File: config.mk
export PLATFORM = sky130hd
export DESIGN_NAME = frame_buffer_scheduler
export DESIGN_NICKNAME = d
export VERILOG_FILES = /design/src/rtl/frame_sched_pkg.sv /design/src/rtl/fb_clear_sweeper.sv /design/src/rtl/frame_buffer_scheduler.sv
export SDC_FILE = /design/constraint.sdc
export NUM_CORES = 1
export LEC_CHECK = 0
export ABC_AREA = 1
export BUFFER_PORTS_ARGS = -buffer_cell sky130_fd_sc_hd__buf_2
export CAP_MARGIN = 20
export CORE_UTILIZATION = 50
export DETAILED_ROUTE_END_ITERATION = 8
export PLACE_DENSITY_LB_ADDON = 0.3
export SYNTH_ARGS = -nofsm -noshare
export SYNTH_HDL_FRONTEND = slang
export SYNTH_SLANG_ARGS = --single-unit
export TNS_END_PERCENT = 10
File: constraint.sdc
create_clock -name clk -period 1.9 [get_ports clk]
set_clock_uncertainty 0.2 [all_clocks]
set_input_delay 0.285 -clock clk [delete_from_list [all_inputs] [get_ports clk]]
set_output_delay 0.285 -clock clk [all_outputs]
set_load 0.01 [all_outputs]
File: src/rtl/frame_sched_pkg.sv
// Shared definitions for the double-buffered occupancy frame buffer scheduler:
// FSM state encoding and RAM index helpers.
package frame_sched_pkg;

    typedef enum logic [1:0] {
        INIT_CLR   = 2'd0,
        CLEAR      = 2'd1,
        DRAW       = 2'd2,
        WAIT_VSYNC = 2'd3
    } fb_state_t;

    localparam int RAM0 = 0;
    localparam int RAM1 = 1;

    // One-hot per-RAM strobe for the RAM selected by sel (0 -> RAM0, 1 -> RAM1).
    function automatic logic [1:0] ram_bit(input logic sel);
        return sel ? 2'b10 : 2'b01;
    endfunction

endpackage

File: src/rtl/fb_clear_sweeper.sv
// Address sweep counter for buffer clears: walks 0..DEPTH-1 while enabled,
// flags the final address, and wraps back to 0 ready for the next sweep.
module fb_clear_sweeper #(
    parameter int DEPTH      = 1024,
    parameter int ADDR_WIDTH = 10
) (
    input  logic                  clk,
    input  logic                  reset,
    input  logic                  start,
    input  logic                  en,
    output logic [ADDR_WIDTH-1:0] addr,
    output logic                  done
);

    // One extra bit so DEPTH == 2**ADDR_WIDTH compares without wrap ambiguity.
    localparam logic [ADDR_WIDTH:0] LAST = (ADDR_WIDTH+1)'(DEPTH - 1);

    logic [ADDR_WIDTH:0] cnt;

    assign addr = cnt[ADDR_WIDTH-1:0];
    assign done = en && (cnt == LAST);

    always_ff @(posedge clk or posedge reset) begin
        if (reset) begin
            cnt <= '0;
        end else if (start || done) begin
            cnt <= '0;
        end else if (en) begin
            cnt <= cnt + 1'b1;
        end
    end

endmodule

File: src/rtl/frame_buffer_scheduler.sv
// Sequences the two 1-bit occupancy RAMs: initial/back-buffer clears, boid pixel
// writes into the back buffer, and front/back swap on vsync once a frame is complete.
module frame_buffer_scheduler
    import frame_sched_pkg::*;
#(
    parameter int DEPTH      = 1024,
    parameter int ADDR_WIDTH = 10,
    parameter int DROP_WIDTH = 8
) (
    input  logic                  clk,
    input  logic                  reset,
    input  logic                  vsync,
    input  logic                  draw_valid,
    input  logic [ADDR_WIDTH-1:0] draw_addr,
    input  logic                  draw_last,
    output logic                  draw_ready,
    output logic [1:0]            ram_we,
    output logic [ADDR_WIDTH-1:0] ram_waddr,
    output logic [1:0]            ram_wdata,
    output logic                  front_sel,
    output logic                  frame_ready,
    output logic                  oob_err,
    output logic [DROP_WIDTH-1:0] drop_count
);

    localparam logic [ADDR_WIDTH:0] DEPTH_W = (ADDR_WIDTH+1)'(DEPTH);

    function automatic logic [DROP_WIDTH-1:0] sat_inc(input logic [DROP_WIDTH-1:0] v);
        return (&v) ? v : v + 1'b1;
    endfunction

    fb_state_t             state, state_nx;
    logic                  vsync_q, vsync_rise;
    logic                  accept, in_range;
    logic                  sweep_en, sweep_start, sweep_done;
    logic [ADDR_WIDTH-1:0] sweep_addr;
    logic [1:0]            we_nx, wdata_nx;
    logic [ADDR_WIDTH-1:0] waddr_nx;

    assign vsync_rise = vsync && !vsync_q;
    assign accept     = draw_valid && draw_ready;
    assign in_range   = {1'b0, draw_addr} < DEPTH_W;

    fb_clear_sweeper #(
        .DEPTH      (DEPTH),
        .ADDR_WIDTH (ADDR_WIDTH)
    ) u_sweeper (
        .clk   (clk),
        .reset (reset),
        .start (sweep_start),
        .en    (sweep_en),
        .addr  (sweep_addr),
        .done  (sweep_done)
    );

    always_ff @(posedge clk or posedge reset) begin
        if (reset) begin
            state <= INIT_CLR;
        end else begin
            state <= state_nx;
        end
    end

    always_comb begin
        state_nx = state;
        case (state)
            INIT_CLR, CLEAR: if (sweep_done) state_nx = DRAW;
            DRAW:            if (accept && draw_last) state_nx = WAIT_VSYNC;
            WAIT_VSYNC:      if (vsync_rise) state_nx = CLEAR;
            default:         state_nx = INIT_CLR;
        endcase
    end

    // Write-port request for the next cycle; only INIT_CLR may touch the front RAM.
    always_comb begin
        draw_ready  = (state == DRAW);
        frame_ready = (state == WAIT_VSYNC);
        sweep_en    = (state == INIT_CLR) || (state == CLEAR);
        sweep_start = (state == WAIT_VSYNC) && vsync_rise;
        we_nx       = 2'b00;
        wdata_nx    = 2'b00;
        waddr_nx    = '0;
        case (state)
            INIT_CLR: begin
                we_nx    = 2'b11;
                waddr_nx = sweep_addr;
            end
            CLEAR: begin
                we_nx    = ram_bit(~front_sel);
                waddr_nx = sweep_addr;
            end
            DRAW: begin
                if (accept && in_range) begin
                    we_nx    = ram_bit(~front_sel);
                    wdata_nx = ram_bit(~front_sel);
                    waddr_nx = draw_addr;
                end
            end
            default: ;
        endcase
    end

    always_ff @(posedge clk or posedge reset) begin
        if (reset) begin
            vsync_q    <= 1'b0;
            ram_we     <= 2'b00;
            ram_wdata  <= 2'b00;
            ram_waddr  <= '0;
            front_sel  <= 1'b0;
            oob_err    <= 1'b0;
            drop_count <= '0;
        end else begin
            vsync_q   <= vsync;
            ram_we    <= we_nx;
            ram_wdata <= wdata_nx;
            ram_waddr <= waddr_nx;
            if (state == WAIT_VSYNC && vsync_rise) begin
                front_sel <= ~front_sel;
            end
            if (accept && !in_range) begin
                oob_err <= 1'b1;
            end
            // A vsync anywhere but WAIT_VSYNC means the frame missed its slot.
            if (vsync_rise && state != WAIT_VSYNC) begin
                drop_count <= sat_inc(drop_count);
            end
        end
    end

endmodule
==> flow_summary.ini <==
[run_status]
status = finished, final reports clean

[sta]
fmax_mhz = 566
slew_viol_final = 0
setup_viol = 0
rsz0062_at_grt = no
setup_tns_ps = 0
timing.final.crit_share = 0.930
min_period_ps = 1770
finalHoldViolCount = 0

[die]
core_sq_mm = 0.00342
dieHeight_um = 62.4
floorplan.initialDensity = 0.534
rows = 21
die_w_um = 62.4
dieArea_sq_mm = 0.00390
ioPinCount = 41

[cts]
cts_tree = yes
path_clk_slew_ps = 130
postCtsSetupBuffers = 0
cts.path.max_buffers = 2
clock_sinks = 37
root_buffer = clkbuf_4
htree_levels = 2
clkLatencyLatePin_ps = 360
cts_buffers = 5

[yosys]
synth_cells = 215
synth_simple_gate_area_frac = 0.298
synthFlopType = dfrtp_1
synthXorXnorAreaFrac = 0.0384
synth_compound_area_frac = 0.0706
async_flop_share = 1.00
synthTopCellsByArea = dfrtp_1, nand2_1, nand3_1
synth-seq-area-share = 0.507
netlist_area_sq_mm = 0.00183
synth_most_common_cell = nand2_1
ys_types = 28
synth_edf_count = 0
yosys.area_share.adder = 0.0137
avgSynthCellArea_sq_um = 8.49
ys_seq_elements = 37
synth_top_area_frac = 0.507
ys_warn_count = 0
yosys.area.top_type = dfrtp_1
synth.area.mux_share = 0
synth_top_family_by_area = simple AND/OR/NAND/NOR gates
syn_nets = 232
synthTopCellsByCount = nand2_1, dfrtp_1, inv_1

[critical_path]
cp-start-kind = flop
worstPathRequired_ps = 1410
crit_type = reg -> out
cp_max_fo = 12
cp.arrival_ps = 1280
endpoint_kind = primary output

[final_layout]
fin_util = 0.663
fillCellCount = 300
fin_nets = 286
drive_gt1_frac = 0.289
antenna_cells = 0
syn_to_final_growth_pct = 24.1

[power_and_ir_drop]
vdd_drop_max_mv = 0.769
power_density_mw_per_mm2 = 1150
p_leak_nw = 1.22

[detailed_routing]
antenna_left = 0
dr.pass1.iters = 4
via_per_inst = 4.81
drtIter0Drc = 71
drcViolationCount = 0
via_count = 1520
finalWirelength_um = 3700
routedWlPerCell_um = 11.7

[grt]
grt_pass1_vias = 1453
antenna_found_initial = 0
grt_max_degree = 38
grt_usage = 0.221
overflow = 0
grt_pass1_wl_um = 6590

[placed_design]
dp_hpwl_um = 2580
port-buffer-count = 39
gp_congestion = 0.880

[run]
drv_cap = 0

[hold_path]
hp-class = in -> reg
worst paths after layout:
path / startpoint / end / slack [ps] / cells after the start
max: state[0]$_DFFE_PP0P_ / draw_ready / 130 / 2
min: draw_addr[9] / ram_waddr[9]$_DFF_PP0_ / 10 / 3
max reg2reg: drop_count[0]$_DFFE_PP0P_ / drop_count[6]$_DFFE_PP0P_ / 330 / 6
min reg2reg: front_sel$_DFFE_PP0P_ / ram_wdata[1]$_DFF_PP0_ / 280 / 1
max in group asynchronous: reset / u_sweeper.cnt[8]$_DFFE_PP0P_ / 810 / 4
min in group asynchronous: reset / drop_count[4]$_DFFE_PP0P_ / 360 / 4
timing repair:
action,CTS,global route
hold buffers,10,0
hold endpoints to repair,46,0
resized for setup,1,0
endpoints found under the setup margin,1,0
logic make-up (layout without fill, tap and decap cells):
family	count (synthesis)	count (layout)
other	1	1
buffers and inverters	31	86
flip-flops	37	37
AO/OA/AOI/OAI	21	21
adder cells (fa/ha/maj)	2	2
XOR/XNOR	8	8
AND/OR/NAND/NOR	115	115
stage by stage:
step	hold WS, ps	setup slack [ps]	power, mW	area (sq um)	std cells
floorplan	116	454	1.74	1830	215
global placement	210	366	1.99	2070	298
detailed placement	214	351	2.01	2070	298
CTS	0.301	122	2.62	2260	316
global route	13.2	52.6	2.79	2260	316
finish	10.7	134	2.60	2260	316
power by group:
group | internal (mW) | total (mW) | switching (mW)
Sequential | 0.997 | 1.16 | 0.165
Clock | 0.313 | 0.590 | 0.277
Combinational | 0.356 | 0.847 | 0.491
Total | 1.66 | 2.60 | 0.933
state kept, by name, indices dropped and copies added (netlist names):
register and cells:
vsync_q 1, ram_we 2, drop_count 8, ram_waddr 10, u_sweeper.cnt 11, ram_wdata 2, state 2, front_sel 1
cells in the final DEF (no fill, tap or decap), drive strengths merged:
master,count
clkinvlp,1
nand4,4
xor2,6
a21oi,4
inv,26
conb,1
bufinv,1
buf,42
clkbuf,6
dfrtp,37
o21ai,12
a32o,3
a31o,1
ha,2
or2,1
nand3,15
nor3,3
dlygate4sd3,10
xnor2,2
a31oi,1
nand2,64
nor2,28
critical path: stages, from the launching register on:
cell and delay, ps:
dfrtp_1 450, nor2_4 280, buf_2 190
layer usage:
metal | routed length, um | share of wire | global-route usage
met5 | 0 | 0 | 0
met4 | 70 | 0.019 | 0.0843
met3 | 143 | 0.039 | 0.0712
met2 | 1810 | 0.49 | 0.359
met1 | 1680 | 0.45 | 0.274
cell type report:
type	instances	area, sq um	share of cell area
Sequential cell	37	926	0.409
Multi-Input combinational cell	147	777	0.343
Timing Repair Buffer	52	318	0.140
Inverter	26	97.6	0.0431
Tap cell	46	57.6	0.0254
Clock buffer	6	51.3	0.0227
Clock inverter	2	37.5	0.0166
No activity file was read; power rests on OpenSTA's default activity.
